**config.mk**
```make
export PLATFORM = sky130hd
export DESIGN_NAME = mem_loader
export DESIGN_NICKNAME = d
export VERILOG_FILES = /design/src/rtl/mem_loader.sv
export SDC_FILE = /design/constraint.sdc
export NUM_CORES = 1
export LEC_CHECK = 0
export CAP_MARGIN = 0
export CORE_UTILIZATION = 25
export DETAILED_ROUTE_END_ITERATION = 16
export PLACE_DENSITY = 0.57
export REMOVE_ABC_BUFFERS = 1
export SYNTH_ARGS = -nofsm -noshare
export SYNTH_HDL_FRONTEND = slang
export SYNTH_SLANG_ARGS = --single-unit
```
**constraint.sdc**
```tcl
create_clock -name clk -period 3.9 [get_ports clk]
set_input_delay 0.78 -clock clk [delete_from_list [all_inputs] [get_ports clk]]
set_output_delay 0.78 -clock clk [all_outputs]
set_load 0.02 [all_outputs]
```
**src/rtl/mem_loader.sv**
```systemverilog
// mem_loader: boot-time bus initiator on the picorv32 native memory interface.
// Packs an incoming byte stream little-endian into 32-bit words and writes them
// to memory starting at a word-aligned base address.
// Optional read-back check of every written word: define MEM_LOADER_VERIFY_EN.
//
// Ports:
//   clk, resetn                 clock, asynchronous active-low reset
//   start, base_addr, len       load request (honoured only when idle)
//   in_valid/in_ready/in_data   byte stream input
//   mem_valid/mem_ready/mem_instr/mem_wstrb/mem_addr/mem_wdata/mem_rdata
//                               native memory bus (initiator side)
//   busy, done, err, count      status: busy, end-of-load pulse, sticky error,
//                               bytes accepted in the current load
module mem_loader #(
    parameter int unsigned LEN_W          = 16,
    parameter int unsigned TIMEOUT_CYCLES = 255
) (
    input  logic             clk,
    input  logic             resetn,
    input  logic             start,
    input  logic [31:0]      base_addr,
    input  logic [LEN_W-1:0] len,
    input  logic             in_valid,
    output logic             in_ready,
    input  logic [7:0]       in_data,
    output logic             mem_valid,
    input  logic             mem_ready,
    output logic             mem_instr,
    output logic [3:0]       mem_wstrb,
    output logic [31:0]      mem_addr,
    output logic [31:0]      mem_wdata,
    input  logic [31:0]      mem_rdata,
    output logic             busy,
    output logic             done,
    output logic             err,
    output logic [LEN_W-1:0] count
);

    localparam int unsigned TO_W    = (TIMEOUT_CYCLES > 1) ? $clog2(TIMEOUT_CYCLES) : 1;
    localparam int unsigned TO_LAST = (TIMEOUT_CYCLES == 0) ? 0 : TIMEOUT_CYCLES - 1;
    localparam bit          TO_EN   = (TIMEOUT_CYCLES != 0);

    typedef enum logic [2:0] {
        S_IDLE,
        S_COLLECT,
        S_WRITE,
        S_VERIFY,
        S_DONE
    } state_t;

    state_t            state_q, state_d;
    logic [3:0]        strb_q, strb_d;
    logic [LEN_W-1:0]  len_q, len_d;
    logic [TO_W-1:0]   to_cnt, to_cnt_d;
    logic              mem_valid_d, in_ready_d, busy_d, done_d, err_d;
    logic [3:0]        mem_wstrb_d;
    logic [31:0]       mem_addr_d, mem_wdata_d;
    logic [LEN_W-1:0]  count_d;

    assign mem_instr = 1'b0;

`ifndef MEM_LOADER_VERIFY_EN
    logic unused_rdata;
    assign unused_rdata = ^mem_rdata;
`endif

    // Next-state and next-output logic
    always_comb begin
        logic       wait_req;
        logic       timed_out;
        logic       finish_word;
        logic [1:0] lane;
        logic [31:0] mask;

        state_d     = state_q;
        strb_d      = strb_q;
        len_d       = len_q;
        mem_valid_d = mem_valid;
        mem_wstrb_d = mem_wstrb;
        mem_addr_d  = mem_addr;
        mem_wdata_d = mem_wdata;
        count_d     = count;
        err_d       = err;
        done_d      = 1'b0;
        finish_word = 1'b0;
        lane        = count[1:0];
        mask        = '0;

        // Request timeout: counts cycles a request waits for an acknowledge
        wait_req  = mem_valid && !mem_ready;
        timed_out = TO_EN && wait_req && (to_cnt == TO_W'(TO_LAST));
        to_cnt_d  = wait_req ? to_cnt + TO_W'(1) : '0;

        case (state_q)
            S_IDLE: begin
                if (start) begin
                    mem_addr_d  = {base_addr[31:2], 2'b00};
                    len_d       = len;
                    count_d     = '0;
                    err_d       = 1'b0;
                    mem_wdata_d = '0;
                    strb_d      = '0;
                    if (len == '0) begin
                        state_d = S_DONE;
                        done_d  = 1'b1;
                    end else begin
                        state_d = S_COLLECT;
                    end
                end
            end
            S_COLLECT: begin
                if (in_valid && in_ready) begin
                    mem_wdata_d[{lane, 3'b000} +: 8] = in_data;
                    strb_d[lane] = 1'b1;
                    count_d      = count + LEN_W'(1);
                    if (lane == 2'd3 || count_d == len_q) begin
                        state_d     = S_WRITE;
                        mem_valid_d = 1'b1;
                        mem_wstrb_d = strb_d;
                    end
                end
            end
            S_WRITE: begin
                if (timed_out) begin
                    mem_valid_d = 1'b0;
                    mem_wstrb_d = '0;
                    err_d       = 1'b1;
                    state_d     = S_DONE;
                    done_d      = 1'b1;
                end else if (mem_valid && mem_ready) begin
                    mem_valid_d = 1'b0;
                    mem_wstrb_d = '0;
`ifdef MEM_LOADER_VERIFY_EN
                    state_d     = S_VERIFY;
`else
                    finish_word = 1'b1;
`endif
                end
            end
`ifdef MEM_LOADER_VERIFY_EN
            // First cycle here is the mandatory idle gap; the read is issued after it
            S_VERIFY: begin
                for (int i = 0; i < 4; i++) begin
                    mask[8*i +: 8] = {8{strb_q[i]}};
                end
                if (timed_out) begin
                    mem_valid_d = 1'b0;
                    err_d       = 1'b1;
                    state_d     = S_DONE;
                    done_d      = 1'b1;
                end else if (!mem_valid) begin
                    mem_valid_d = 1'b1;
                end else if (mem_ready) begin
                    mem_valid_d = 1'b0;
                    if (((mem_rdata ^ mem_wdata) & mask) != '0) begin
                        err_d = 1'b1;
                    end
                    finish_word = 1'b1;
                end
            end
`endif
            S_DONE: begin
                state_d = S_IDLE;
            end
            default: begin
                state_d = S_IDLE;
            end
        endcase

        // Word complete: advance address, clear lanes, continue or finish
        if (finish_word) begin
            mem_addr_d  = mem_addr + 32'd4;
            mem_wdata_d = '0;
            strb_d      = '0;
            if (count == len_q) begin
                state_d = S_DONE;
                done_d  = 1'b1;
            end else begin
                state_d = S_COLLECT;
            end
        end

        in_ready_d = (state_d == S_COLLECT);
        busy_d     = (state_d != S_IDLE);
    end

    // State and output registers
    always_ff @(posedge clk or negedge resetn) begin
        if (!resetn) begin
            state_q   <= S_IDLE;
            strb_q    <= '0;
            len_q     <= '0;
            to_cnt    <= '0;
            mem_valid <= 1'b0;
            mem_wstrb <= '0;
            mem_addr  <= '0;
            mem_wdata <= '0;
            in_ready  <= 1'b0;
            busy      <= 1'b0;
            done      <= 1'b0;
            err       <= 1'b0;
            count     <= '0;
        end else begin
            state_q   <= state_d;
            strb_q    <= strb_d;
            len_q     <= len_d;
            to_cnt    <= to_cnt_d;
            mem_valid <= mem_valid_d;
            mem_wstrb <= mem_wstrb_d;
            mem_addr  <= mem_addr_d;
            mem_wdata <= mem_wdata_d;
            in_ready  <= in_ready_d;
            busy      <= busy_d;
            done      <= done_d;
            err       <= err_d;
            count     <= count_d;
        end
    end

endmodule

```
Yosys cells after proc, flatten, opt, wreduce, memory -nomap -nowiden
Cells that the tools add are included.
- $add $sub $neg: 4
- $lt $le $gt $ge: 2
- equal/unequal tests: 14
- shift-type cells: 2
- mux-type cells: 48
- bitwise logic cells: 1
- reductions and logical operators: 22
- operators by type and width (kind ; number):
    2-to-1 mux 32 bit ; 6
    one-hot mux 32 bit (2 select lines) ; 1
    adder 32 x 3 -> 32 bit (second input constant) ; 1
    bitwise mux 32 bit ; 1
    equality test 16 bit ; 2
    2-to-1 mux 16 bit ; 2
    one-hot mux 16 bit (2 select lines) ; 1
    variable shift 8 x 7 -> 32 bit (first input constant) ; 1
    indexed part select 8 x 7 -> 32 bit ; 1
    2-to-1 mux 4 bit ; 7
    2-to-1 mux 3 bit ; 7
    adder 16 x 1 -> 16 bit (second input constant) ; 1
    logical NOT 16 bit ; 1
    one-hot mux 4 bit (2 select lines) ; 2
    2-to-1 mux 1 bit ; 15
    nonzero test 2 bit ; 5
    != test 3 bit (second input constant) ; 3
    one-hot mux 3 bit (3 select lines) ; 1
    AND reduction 3 bit ; 3
    adder 8 x 1 -> 8 bit (second input constant) ; 1
    equality test 8 bit (second input constant) ; 1
    2-to-1 mux 8 bit ; 1
    != test 2 bit (second input constant) ; 4
    negation 5 -> 7 bit ; 1
    other kinds (15) ; 24
- bits in registers: 120
- input port bits: 93
- output and inout bits: 90
- logic and storage cells: 106

Depth between registers and ports, before layout
Gate-level depths: netlist of the first run.
- depth in word-level cells: 8
- mapped depth: 10
- mapped depth without buffers: 9

Worst setup path before layout of the first run
OpenSTA, ideal clock, no wires.
- kind: flip-flop to flip-flop
- start point: register count[0]
- end point: register mem_wstrb[0]
- library setup time: 125 ps
- arrival: 2334 ps
- data required time: 3775 ps
- path slack: 1441 ps
- stages on the path, launching flop included: 11
- buffers on the path: 1
- clock period less this slack: 2459 ps
- cell sequence: dfrtp_1 buf_2 inv_1 ha_1 xnor2_1 and2_1 o221ai_1 nor4_1 and4_4 o311ai_4 o2bb2ai_1
- cells in the longest elaborated chain, start to end: 8
- elaborated cells between the ends (all ways): 15
- classes of those cells: add/sub: 1; order compare: 2; eq/ne: 3; mux: 5; bitwise: 1; reduce/logical: 3
- RTL lines (element ; line ; RTL):
    start, declared ; 36 ; output logic [LEN_W-1:0] count
    start signal, assigned ; 216 ; count <= count_d;
    parallel branches: the longest is 8 deep, another holds adder 16 x 1 -> 16 bit ; -- ;
    end signal, assigned ; 209 ; mem_wstrb <= mem_wstrb_d;
    end, declared ; 29 ; output logic [3:0] mem_wstrb,
Parallel ways; which one is timed is not known. The select of a mux whose other input is x is not followed.
A chain may end at the register's enable or synchronous reset.

Worst setup path in the final report of the first run
- start point: input port mem_ready
- end point: register mem_wdata[8]
- cells in the longest elaborated chain, start to end: 7
- elaborated cells between the ends (all ways): 12
- classes of those cells: eq/ne: 2; mux: 4; reduce/logical: 6
- RTL lines (element ; line ; RTL):
    start, declared ; 27 ; input logic mem_ready,
    logical NOT 1 bit ; 90 ; wait_req = mem_valid && !mem_ready;
    logical AND 1 bit ; 90 ;
    logical AND 1 bit ; 91 ; timed_out = TO_EN && wait_req && (to_cnt == TO_W'(TO_LAST));
    2-to-1 mux 1 bit (*) ; 124 ; if (timed_out) begin
    2-to-1 mux 1 bit (*) ; 94 ; case (state_q)
    != test 3 bit (no line) or nonzero test 3 bit (tied branches) ; -- ;
    AND reduction 3 bit (no line) ; -- ;
    end signal, assigned ; 211 ; mem_wdata <= mem_wdata_d;
    end, declared ; 31 ; output logic [31:0] mem_wdata,
Mark *: on every way between the ends. The rest lies on a longest branch, timed or not.

==> summary by stage, run 1 <==
Detailed routing
The residual DRC count is 0. Dividing the detail-routed via count by the number of cells gives 4.86. In the final routed layout, each cell accounts on average for 16.3 microns. The number of antenna-violating nets in the routed design is 0. The final layout contains routed wiring with a total length of 19.5 mm. The number of iterations in the first detailed-routing pass is 8.

The first routing iteration left 257 violations. The number of vias after detailed routing is 5821.

Clocking
For the worst-skew pair, the clock arrives at the later sink with an insertion delay of 420 ps. Gates resized during post-CTS repair numbered 0. For this design, the sink count on the clock tree is 118. No sink is reached through more buffers than the 2 on the longest clock path. In this run the clock root is driven by a clkbuf_16. In this run, CTS created clock tree buffers numbering 17. The post-CTS repair timing setup buffer count is 0. The number of buffers inserted for hold repair after clock tree synthesis is 0. The H-tree was split into 4 levels. Clock-pin slew was measured on the worst setup and hold paths at 60 ps. TritonCTS built the clock tree.

Worst setup path
The setup check on the worst reg-to-reg path leaves a slack of 1020 ps. STA classifies the critical path startpoint as a primary input. The number of cell instances on the worst register-to-register path is 8. The maximum net fanout on the critical path is 16.

The worst register-to-register path ends at busy$_DFF_PN0_. The start-to-end type of the worst setup path is primary input to flip-flop. The startpoint of the worst-slack reg-to-reg timing path is count[1]$_DFFE_PN0P_. The arrival time at the worst endpoint is 3220 ps. The required time of the worst setup path is 4150 ps. The kind of end point of the critical path is a flip-flop.

Logic synthesis
The count of mapped cells out of synthesis is 725. The biggest area contributor in the post-synthesis netlist is dfrtp_1. After synthesis, the mean cell area works out to 8.94 sq um. The flop and latch count out of synthesis is 118. After synthesis, the cell types taking the most area are dfrtp_1 (46%), nand2_1 (9.0%), nor2_1 (3.9%). The post-synthesis async set-or-reset flop share is 1.00.

The count of distinct cell types in the synthesized netlist is 75. Yosys printed 0 warnings. The leading register cell type out of synthesis is dfrtp_1. The count of flip-flops with a built-in enable after synthesis is 0.

The share of synthesized area in the top cell type comes to 0.456. The summed instance area of the synthesized netlist is 6480 sq um. The sequential element share of the synthesized area is 0.456.

Final layout
The library cell used most frequently in the layout, excluding fill and tap cells, is nand2_1. 0 antenna diodes ended up in the layout. In the layout the commonest cells are nand2_1 (156), clkdlybuf4s50_1 (144), dfrtp_1 (118). After the last flow step, the layout net total stands at 959. Of the cells placed in the final design, the portion with a size suffix greater than 1 is 0.0818. The area overhead of the layout relative to synthesis is 35.0%.

Floorplanning
The height of the die is 163 microns. In this run the core area contains 58 standard-cell rows. The width of the die is 163 microns. The floorplan die area is 26600 sq um. The initial utilization of the core area, before any placement, comes to 0.256. The area of the core region is 25300 sq um. 183 I/O pins were placed.

Timing
Setup total negative slack on the finished layout was measured at 0 ps. Subtracting the final worst setup slack from the clock period gives 2970 ps. At the pin with the least slew margin, the transition time is 952 ps. Setup repair after global routing left no endpoint under its margin.

Setup violations remaining at the end of the flow were counted as 0. The final worst clock skew is 11.2 ps. The count of pins over their slew limit is 0. The slack of the critical path is 932 ps. For this run, the top clock speed supported by timing is 337 MHz. On the final layout, the worst hold slack is 250 ps. In the finished design, the share of the clock period the worst path needs comes to 0.761. The worst pin sits at a relative slew slack of 0.361. The hold violation total from the final report is 0.

Placed design
The detailed-placement wirelength estimate is 14.0 mm. OpenSTA, run right after detailed placement, puts the worst setup slack at 469 ps. The port buffer count is 145. The final weighted congestion of routability-driven global placement is 0.838.

Power
Total power for the finished layout comes to 0.00585 W. The logic gate share of total power is 0.387. The total net switching power is 0.00235 W.

Internal power comes to 0.00350 W. The share of total power dissipated in sequential elements is 0.345. Of the total power, the share spent switching nets is 0.401.

For this design the static power due to leakage is 3.54 nW. Of the total power, the clock network draws 0.267. The power density over the cells is 668 nW/um^2. Across the VDD grid, the largest voltage drop is 323 uV.

GRT
The total routing resource utilization after global routing is 0.152. Entering global routing, the biggest net connects 60 pins. The first global-routing pass estimated 31.2 mm of wire. The via count of the first global-routing pass is 5627. The total overflow left after global routing is 0. The initial antenna violation count is 0.

Run
The tool flagged a number of max-cap violations equal to 0.

Hold path
The path class of the tightest hold or removal check is primary input to asynchronous set/reset pin.

Status
The flow ran to the end, and the final reports show no timing, DRC or antenna violations.
-- cell usage after synthesis (6+ instances only) --
cell and n:
nand2_1 156, dfrtp_1 118, nor2_1 68, o21ai_0 48
nand3_1 22, a21oi_1 20, xor2_1 20, o21ai_1 18
nand4_1 17, clkbuf_1 15, buf_2 13, inv_1 13
a211oi_1 12, ha_1 11, nor3_1 10, nor4_1 10
o211ai_1 10, and4_1 9, a31oi_1 8, and3_1 8
xnor2_1 8, o31ai_1 7, buf_4 6
-- per-stage QoR --
| stage | util | instance area, sq um | cells |
|---|---|---|---|
| 2_1_floorplan | - | 6220 | 682 |
| 3_3_place_gp | 0.323 | 8170 | 1166 |
| 3_5_place_dp | 0.323 | 8170 | 1166 |
| 4_1_cts | 0.346 | 8750 | 1198 |
| 5_1_grt | 0.346 | 8750 | 1198 |
| 6_report | 0.346 | 8750 | 1198 |
-- kinds of logic after synthesis --
kind of cell             synth area share
multiplexers                      0.00309
other                            0.000578
buffers and inverters              0.0494
adder cells (fa/ha/maj)            0.0212
AO/OA/AOI/OAI                       0.165
AND/OR/NAND/NOR                     0.263
flip-flops                          0.456
XOR/XNOR                           0.0415
-- worst max-delay path: stages --
cell and delay [ps]:
clkdlybuf4s50_1 480, and4_1 270, nor2_2 610, nand2_1 270
o21ai_1 580, o21ai_0 210
-- per-layer routing --
layer  vias to the layer above  track usage  routed length, microns
li1                       2859            -                       -
met1                      2768        0.209                    9380
met2                       174        0.230                    8740
met3                        20       0.0389                    1150
met4                         0       0.0527                     253
met5                         -            0                       0
-- flip-flops by register name, summed over array words and instances, names as in the netlist --
register   flops
mem_valid      1
mem_addr      30
err            1
strb_q         4
state_q        3
busy           1
done           1
count         16
to_cnt         8
mem_wdata     32
in_ready       1
mem_wstrb      4
len_q         16
-- final cells by class --
type | instances | area, sq um
clock inverters | 11 | 124
well taps | 330 | 413
clock buffers | 21 | 460
fillers | 2622 | 16600
flip-flops and latches | 118 | 2950
multi-input cells | 551 | 3230
repair buffers | 154 | 1530
inverters | 13 | 48.8
-- power groups by stage --
stage | clock network [W] | logic [W] | registers, W
after floorplan | 0 | 0.00104 | 0.00222
after global placement | 0 | 0.00226 | 0.00203
after detailed placement | 0 | 0.00228 | 0.00203
after CTS | 0.00160 | 0.00229 | 0.00202
after global routing | 0.00166 | 0.00250 | 0.00208
final | 0.00156 | 0.00227 | 0.00202
-- worst max path at each step --
stage	end	startpoint	depth (start not counted)
after floorplan	mem_wdata[0]$_DFFE_PN0P_	start	6
after global placement	mem_wdata[9]$_DFFE_PN0P_	mem_ready	6
after detailed placement	mem_wdata[13]$_DFFE_PN0P_	mem_ready	6
after CTS	mem_wdata[13]$_DFFE_PN0P_	mem_ready	6
after global routing	mem_wdata[8]$_DFFE_PN0P_	mem_ready	6
final	mem_wdata[8]$_DFFE_PN0P_	mem_ready	6
No activity file was read; power rests on OpenSTA's default activity.
==> run 2: changes to the inputs <==
- PLACE_DENSITY: 0.57 -> 0.59
- clock period: 3.9 -> 2.66 ns (I/O delays scaled with it)
==> summary by stage, run 2 (synthesis gave the netlist of run 1 again) <==
GRT
The maximum number of pins on one net before global-route repair is 119. The initial antenna violation count is 0. The via count of the first global-routing pass is 5754. The first global-routing pass estimated 30.8 mm of wire. The total routing resource utilization after global routing is 0.149. The remaining global-route overflow is 0.

Floorplanning
The effective utilization at floorplan is 0.256. In this run the horizontal extent of the chip is 163 microns. The top-level I/O count is 183. The floorplan step defined a die boundary enclosing 26600 sq um. The count of standard-cell rows is 58.

The floorplan step defined a core boundary enclosing 25300 sq um. The height of the die is 163 microns.

Placed design
Detailed placement finished with a half-perimeter wire length of 13.8 mm. Including well taps, the total number of placed cells is 1184. In this run the tool buffered the top-level ports with 145 buffer cells.

The final weighted congestion of routability-driven global placement is 0.899. At the placement stage, the worst setup path has a slack of 93.1 ps.

Detailed routing
The wire length per cell is 15.9 microns. The detailed-route wire length is 19.3 mm. The first-iteration detailed-routing DRC count is 319.

The detail-routed via count per cell is 4.90. The number of antenna-violating nets in the routed design is 0. The number of iterations in the first detailed-routing pass is 5.

The residual DRC count is 0. The number of vias after detailed routing is 5962.

Worst setup path
The kind of end point of the critical path is a flip-flop. The kind of start point of the critical path is a flip-flop. The slowest stage of the critical path is the dfrtp_1 cell.

The arrival time at the worst endpoint is 2760 ps. At the worst endpoint, the required time is 2950 ps. Walking the worst path, the cells encountered are buf_4, nand4_2, nor3_2, o221ai_1, nor4_1, and4_4, o311ai_4, o2bb2ai_1. Measured in cells, the most critical reg-to-reg path has a length of 8.

Along the worst path, the maximum fanout reaches 7. The start-to-end type of the worst setup path is flip-flop to flip-flop. The longest individual stage delay on the worst path is 510 ps.

Final layout
The share of cells above drive strength 1 is 0.104. The number of antenna diodes in the final layout is 0. The register with the most flip-flops in the layout has 32 of them.

The final instance count without filler cells is 1216. The register with the most flip-flops is mem_wdata. Leaving out fill and tap cells, the most frequent cells in the layout are nand2_1 (156), clkdlybuf4s50_1 (144), dfrtp_1 (118).

At the end of the flow the core is filled with cells to 0.356. Leaving out fill and tap cells, the most frequent cell in the layout is nand2_1. For this run, the post-layout net count is 977. The largest registers in the layout are mem_wdata: 32 flops, mem_addr: 30 flops.

The area overhead of the layout relative to synthesis is 39.0%.

Power
The design draws 0.00901 W. For this design the static power due to leakage is 3.68 nW. IR analysis of the VDD net gives a maximum drop of 422 uV. Dividing total power by cell area gives a power density of 1000 nW/um^2.

Clocking
No sink is reached through more buffers than the 2 on the longest clock path. The clock reaches the later pin of the worst-skew pair after 420 ps. TritonCTS built the clock tree. In this run, CTS created clock tree buffers numbering 17.

For this design, the CTS-stage hold fixing added 0 buffers. The clock edge transition at the registers on the reported setup and hold paths is 60 ps. The cell chosen for the clock root is clkbuf_16.

The number of clock sinks seen by CTS is 118. After clock tree synthesis, the repair step resized 0 gates. The number of levels the H-tree was split into is 4. The post-CTS repair timing setup buffer count is 0.

Timing
The count of pins over their slew limit was 0. The hold violation total from the final report came to 0. The clock period could shrink to 2470 ps.

On the final layout, the worst clock skew is 9.01 ps. The relative slew slack is 0.382. The slew at the pin with the worst max-slew slack is 921 ps. The fraction of the cycle the final worst path needs is 0.928. Setup repair after global routing left no endpoint under its margin. Setup violations remaining at the end of the flow were counted as 0. The slack of the critical path is 190 ps. Derived from the worst setup path, the maximum achievable clock frequency is 405 MHz.

Run
The tool flagged a number of max-cap violations equal to 0.

Hold path
The type of the worst min-delay path is primary input to asynchronous set/reset pin.

Status
The run finished with clean final reports.
## run 2: power breakdown
part           internal [W]  switching, W
Sequential          0.00231      0.000594
Clock               0.00176      0.000866
Combinational       0.00148       0.00200
Total               0.00555       0.00346
## run 2: layer usage
metal	vias up	global-route usage	share of wire
li1	2888	-	-
met1	2829	0.204	0.47
met2	220	0.224	0.44
met3	25	0.0422	0.073
met4	0	0.0523	0.018
met5	-	0	0
## run 2: worst paths after layout
kind	from	to	slack, ps
max in group asynchronous	resetn	mem_wdata[7]$_DFFE_PN0P_	1950
setup / recovery	count[3]$_DFFE_PN0P_	mem_wstrb[3]$_DFFE_PN0P_	190
setup reg to reg	count[3]$_DFFE_PN0P_	mem_wstrb[3]$_DFFE_PN0P_	190
hold / removal	resetn	len_q[15]$_DFFE_PN0P_	200
min in group clk	mem_wdata[11]$_DFFE_PN0P_	mem_wdata[11]$_DFFE_PN0P_	480
hold reg to reg	mem_wdata[11]$_DFFE_PN0P_	mem_wdata[11]$_DFFE_PN0P_	480
## run 2: critical path: cells and delay by family (launching register included)
family	cells	cell delay [ps]
AO/OA/AOI/OAI	3	460
AND/OR/NAND/NOR	4	1160
flip-flops	1	510
buffers and inverters	1	210
## run 2: layout make-up
cell class                      instances  area (sq um)
Clock buffer                           21           480
Fill cell                            2566         16300
Sequential cell                       118          2950
Inverter                               13          48.8
Clock inverter                         11           194
Multi-Input combinational cell        551          3230
Tap cell                              330           413
Timing Repair Buffer                  172          1690
## run 2: stage by stage
stage / setup TNS [ps] / instance area, sq um / hold slack [ps]
3_5_place_dp: 0 / 8330 / 473
2_1_floorplan: -41990 / 6220 / 236
3_3_place_gp: 0 / 8330 / 464
5_1_grt: 0 / 9010 / 277
6_report: 0 / 9010 / 202
4_1_cts: 0 / 9000 / 242
==> run 3: changes to the inputs <==
- REMOVE_ABC_BUFFERS: 1 -> unset
==> summary by stage, run 3 (synthesis gave the netlist of run 1 again) <==
Timing
The slack of the critical path is 184 ps. Static timing analysis puts the maximum clock frequency at 404 MHz. The final worst clock skew is 9.13 ps. The count of pins over their slew limit is 0. The smallest clock period supported by the final layout is computed as 2480 ps. The hold violation total from the final report is 0. Setup repair after global routing left no endpoint under its margin. At the pin with the least slew margin, the transition time is 610 ps. Dividing the final minimum period by the clock period gives 0.931. Setup total negative slack on the finished layout was measured at 0 ps. The number of setup violations in the final report is 0. Measured against its own limit, the worst slew margin works out to 0.593.

GRT
Across every metal layer, demand over resource in global routing totals 0.150. The via count of the first global-routing pass is 5623. The remaining global-route overflow is 0. Entering global routing, the biggest net connects 46 pins.

The initial antenna violation count is 1. The fraction of met3 tracks used by global routing is 0.0269. The global-route track usage on met1 is 0.212. The met2 track utilization from global routing is 0.225.

In this run the most used layer during global routing was met2. The global-route wire length before repair is 30.8 mm.

Final layout
After routing the design area is 8920 sq um. The area overhead of the layout relative to synthesis is 37.6%. Leaving out fill and tap cells, the most frequent cell in the layout is nand2_1. The top cell types in the final layout, fill and taps aside, are nand2_1 (156), clkdlybuf4s50_1 (144), dfrtp_1 (118). The register with the most flip-flops is mem_wdata. After the last flow step, the layout net total stands at 973. The flip-flop count of the largest register after layout is 32. In the final layout, the registers with the most flip-flops are mem_wdata: 32 flops, mem_addr: 30 flops. The share of cells above drive strength 1 is 0.103. For this run, the number of standard cells in the final layout without fillers is 1213.

Floorplanning
The area of the core region is 25300 sq um. Measured along the x axis, the die boundary spans 163 microns. The die is 163 microns tall. The initial utilization of the core area, before any placement, comes to 0.256.

The count of standard-cell rows is 58. The top-level I/O count is 183. The die covers 26600 sq um.

Clocking
The number of levels the H-tree was split into is 4. Clock tree synthesis found a total of 118 sinks. The clock latency reported for the late side of the worst-skew pair is 420 ps. In this run the deepest clock path goes through 2 buffers. TritonCTS built the clock tree. Clock tree synthesis selected as its root buffer the cell clkbuf_16. The clock edge transition at the registers on the reported setup and hold paths is 60 ps. For this design, the CTS-stage hold fixing added 0 buffers. The number of buffers created by CTS is 17.

Worst setup path
The kind of start point of the critical path is a flip-flop. Data on the critical path is required at its endpoint by 2960 ps. The setup path with the least slack is of type flip-flop to flip-flop.

The worst setup path startpoint is count[1]$_DFFE_PN0P_. The number of cell instances on the worst register-to-register path is 10. The kind of end point of the critical path is a flip-flop. The maximum net fanout on the critical path is 5. The arrival time at the worst endpoint is 2770 ps. The startpoint of the worst-slack reg-to-reg timing path is count[1]$_DFFE_PN0P_.

Power
VDD sags by at most 449 uV. In this run the static leakage power is 3.63 nW. The final total power is 0.00873 W. Dividing total power by cell area gives a power density of 979 nW/um^2.

Placed design
The total cell area at the placement stage is 8300 sq um. The detailed-placement wirelength estimate is 14.1 mm. The congestion estimate from routability-driven global placement came to 0.878.

The port buffer count is 145. In this run, placement finished with an instance count of 1180. The pre-CTS setup slack is 197 ps.

Detailed routing
Dividing the detail-routed wire length by the instance count gives 16.0 microns. The number of antenna-violating nets in the routed design is 0. Across all layers, the routed design uses 5867 vias. The number of iterations in the first detailed-routing pass is 5. The first routing iteration left 424 violations. The residual DRC count is 0. Summed over all layers, the routed wires come to 19.4 mm.

Dividing the detail-routed via count by the number of cells gives 4.84.

Hold path
The worst hold path belongs to the class primary input to asynchronous set/reset pin.

Status
The run finished with clean final reports.

Run
Max-cap violations in this run came to 0.
[run 3: worst paths after layout]
| kind | to | slack [ps] |
|---|---|---|
| max | mem_wstrb[2]$_DFFE_PN0P_ | 180 |
| min | mem_wdata[15]$_DFFE_PN0P_ | 110 |
| max reg2reg | mem_wstrb[2]$_DFFE_PN0P_ | 180 |
| min reg2reg | mem_wdata[9]$_DFFE_PN0P_ | 480 |
| max in group asynchronous | len_q[1]$_DFFE_PN0P_ | 1750 |
| min in group clk | mem_wdata[9]$_DFFE_PN0P_ | 480 |
[run 3: area by class of cell]
| type | count | area [sq um] |
|---|---|---|
| Antenna cell | 1 | 2.50 |
| Clock buffer | 19 | 453 |
| Clock inverter | 13 | 148 |
| Fill cell | 2616 | 16400 |
| Inverter | 13 | 48.8 |
| Multi-Input combinational cell | 551 | 3240 |
| Sequential cell | 118 | 2950 |
| Tap cell | 330 | 413 |
| Timing Repair Buffer | 168 | 1660 |
[run 3: what timing repair did]
| action | 4_1_cts | 5_1_grt |
|---|---|---|
| endpoints found under the setup margin | 0 | 4 |
| setup buffers | 0 | 0 |
| hold endpoints to repair | 0 | 0 |
| resized for setup | 0 | 4 |
[run 3: routing by layer]
metal  routed length [microns]  up-vias
li1                          -     2888
met1                      9620     2778
met2                      8480      178
met4                       372        0
met5                         0        -
met3                       972       23
[run 3: worst max-delay path: stages (launching register included)]
cell,delay [ps]
dfrtp_1,400
buf_4,160
inv_1,120
ha_1,330
xnor2_1,160
and2_1,160
o221ai_1,130
nor4_1,320
and4_4,320
o311ai_4,110
o2bb2ai_1,140
[run 3: where the power goes]
| part | leakage [nW] | internal [W] | switching, W |
|---|---|---|---|
| combinational | 1.81 | 0.00150 | 0.00197 |
| clock | 0.294 | 0.00144 | 0.000893 |
| sequential | 1.53 | 0.00231 | 0.000627 |
| total | 3.63 | 0.00524 | 0.00349 |
[run 3: stage by stage]
step / utilization / hold WS, ps
global route: 0.352 / 164
detailed placement: 0.328 / 470
floorplan: - / 236
finish: 0.352 / 112
CTS: 0.351 / 128
global placement: 0.328 / 463
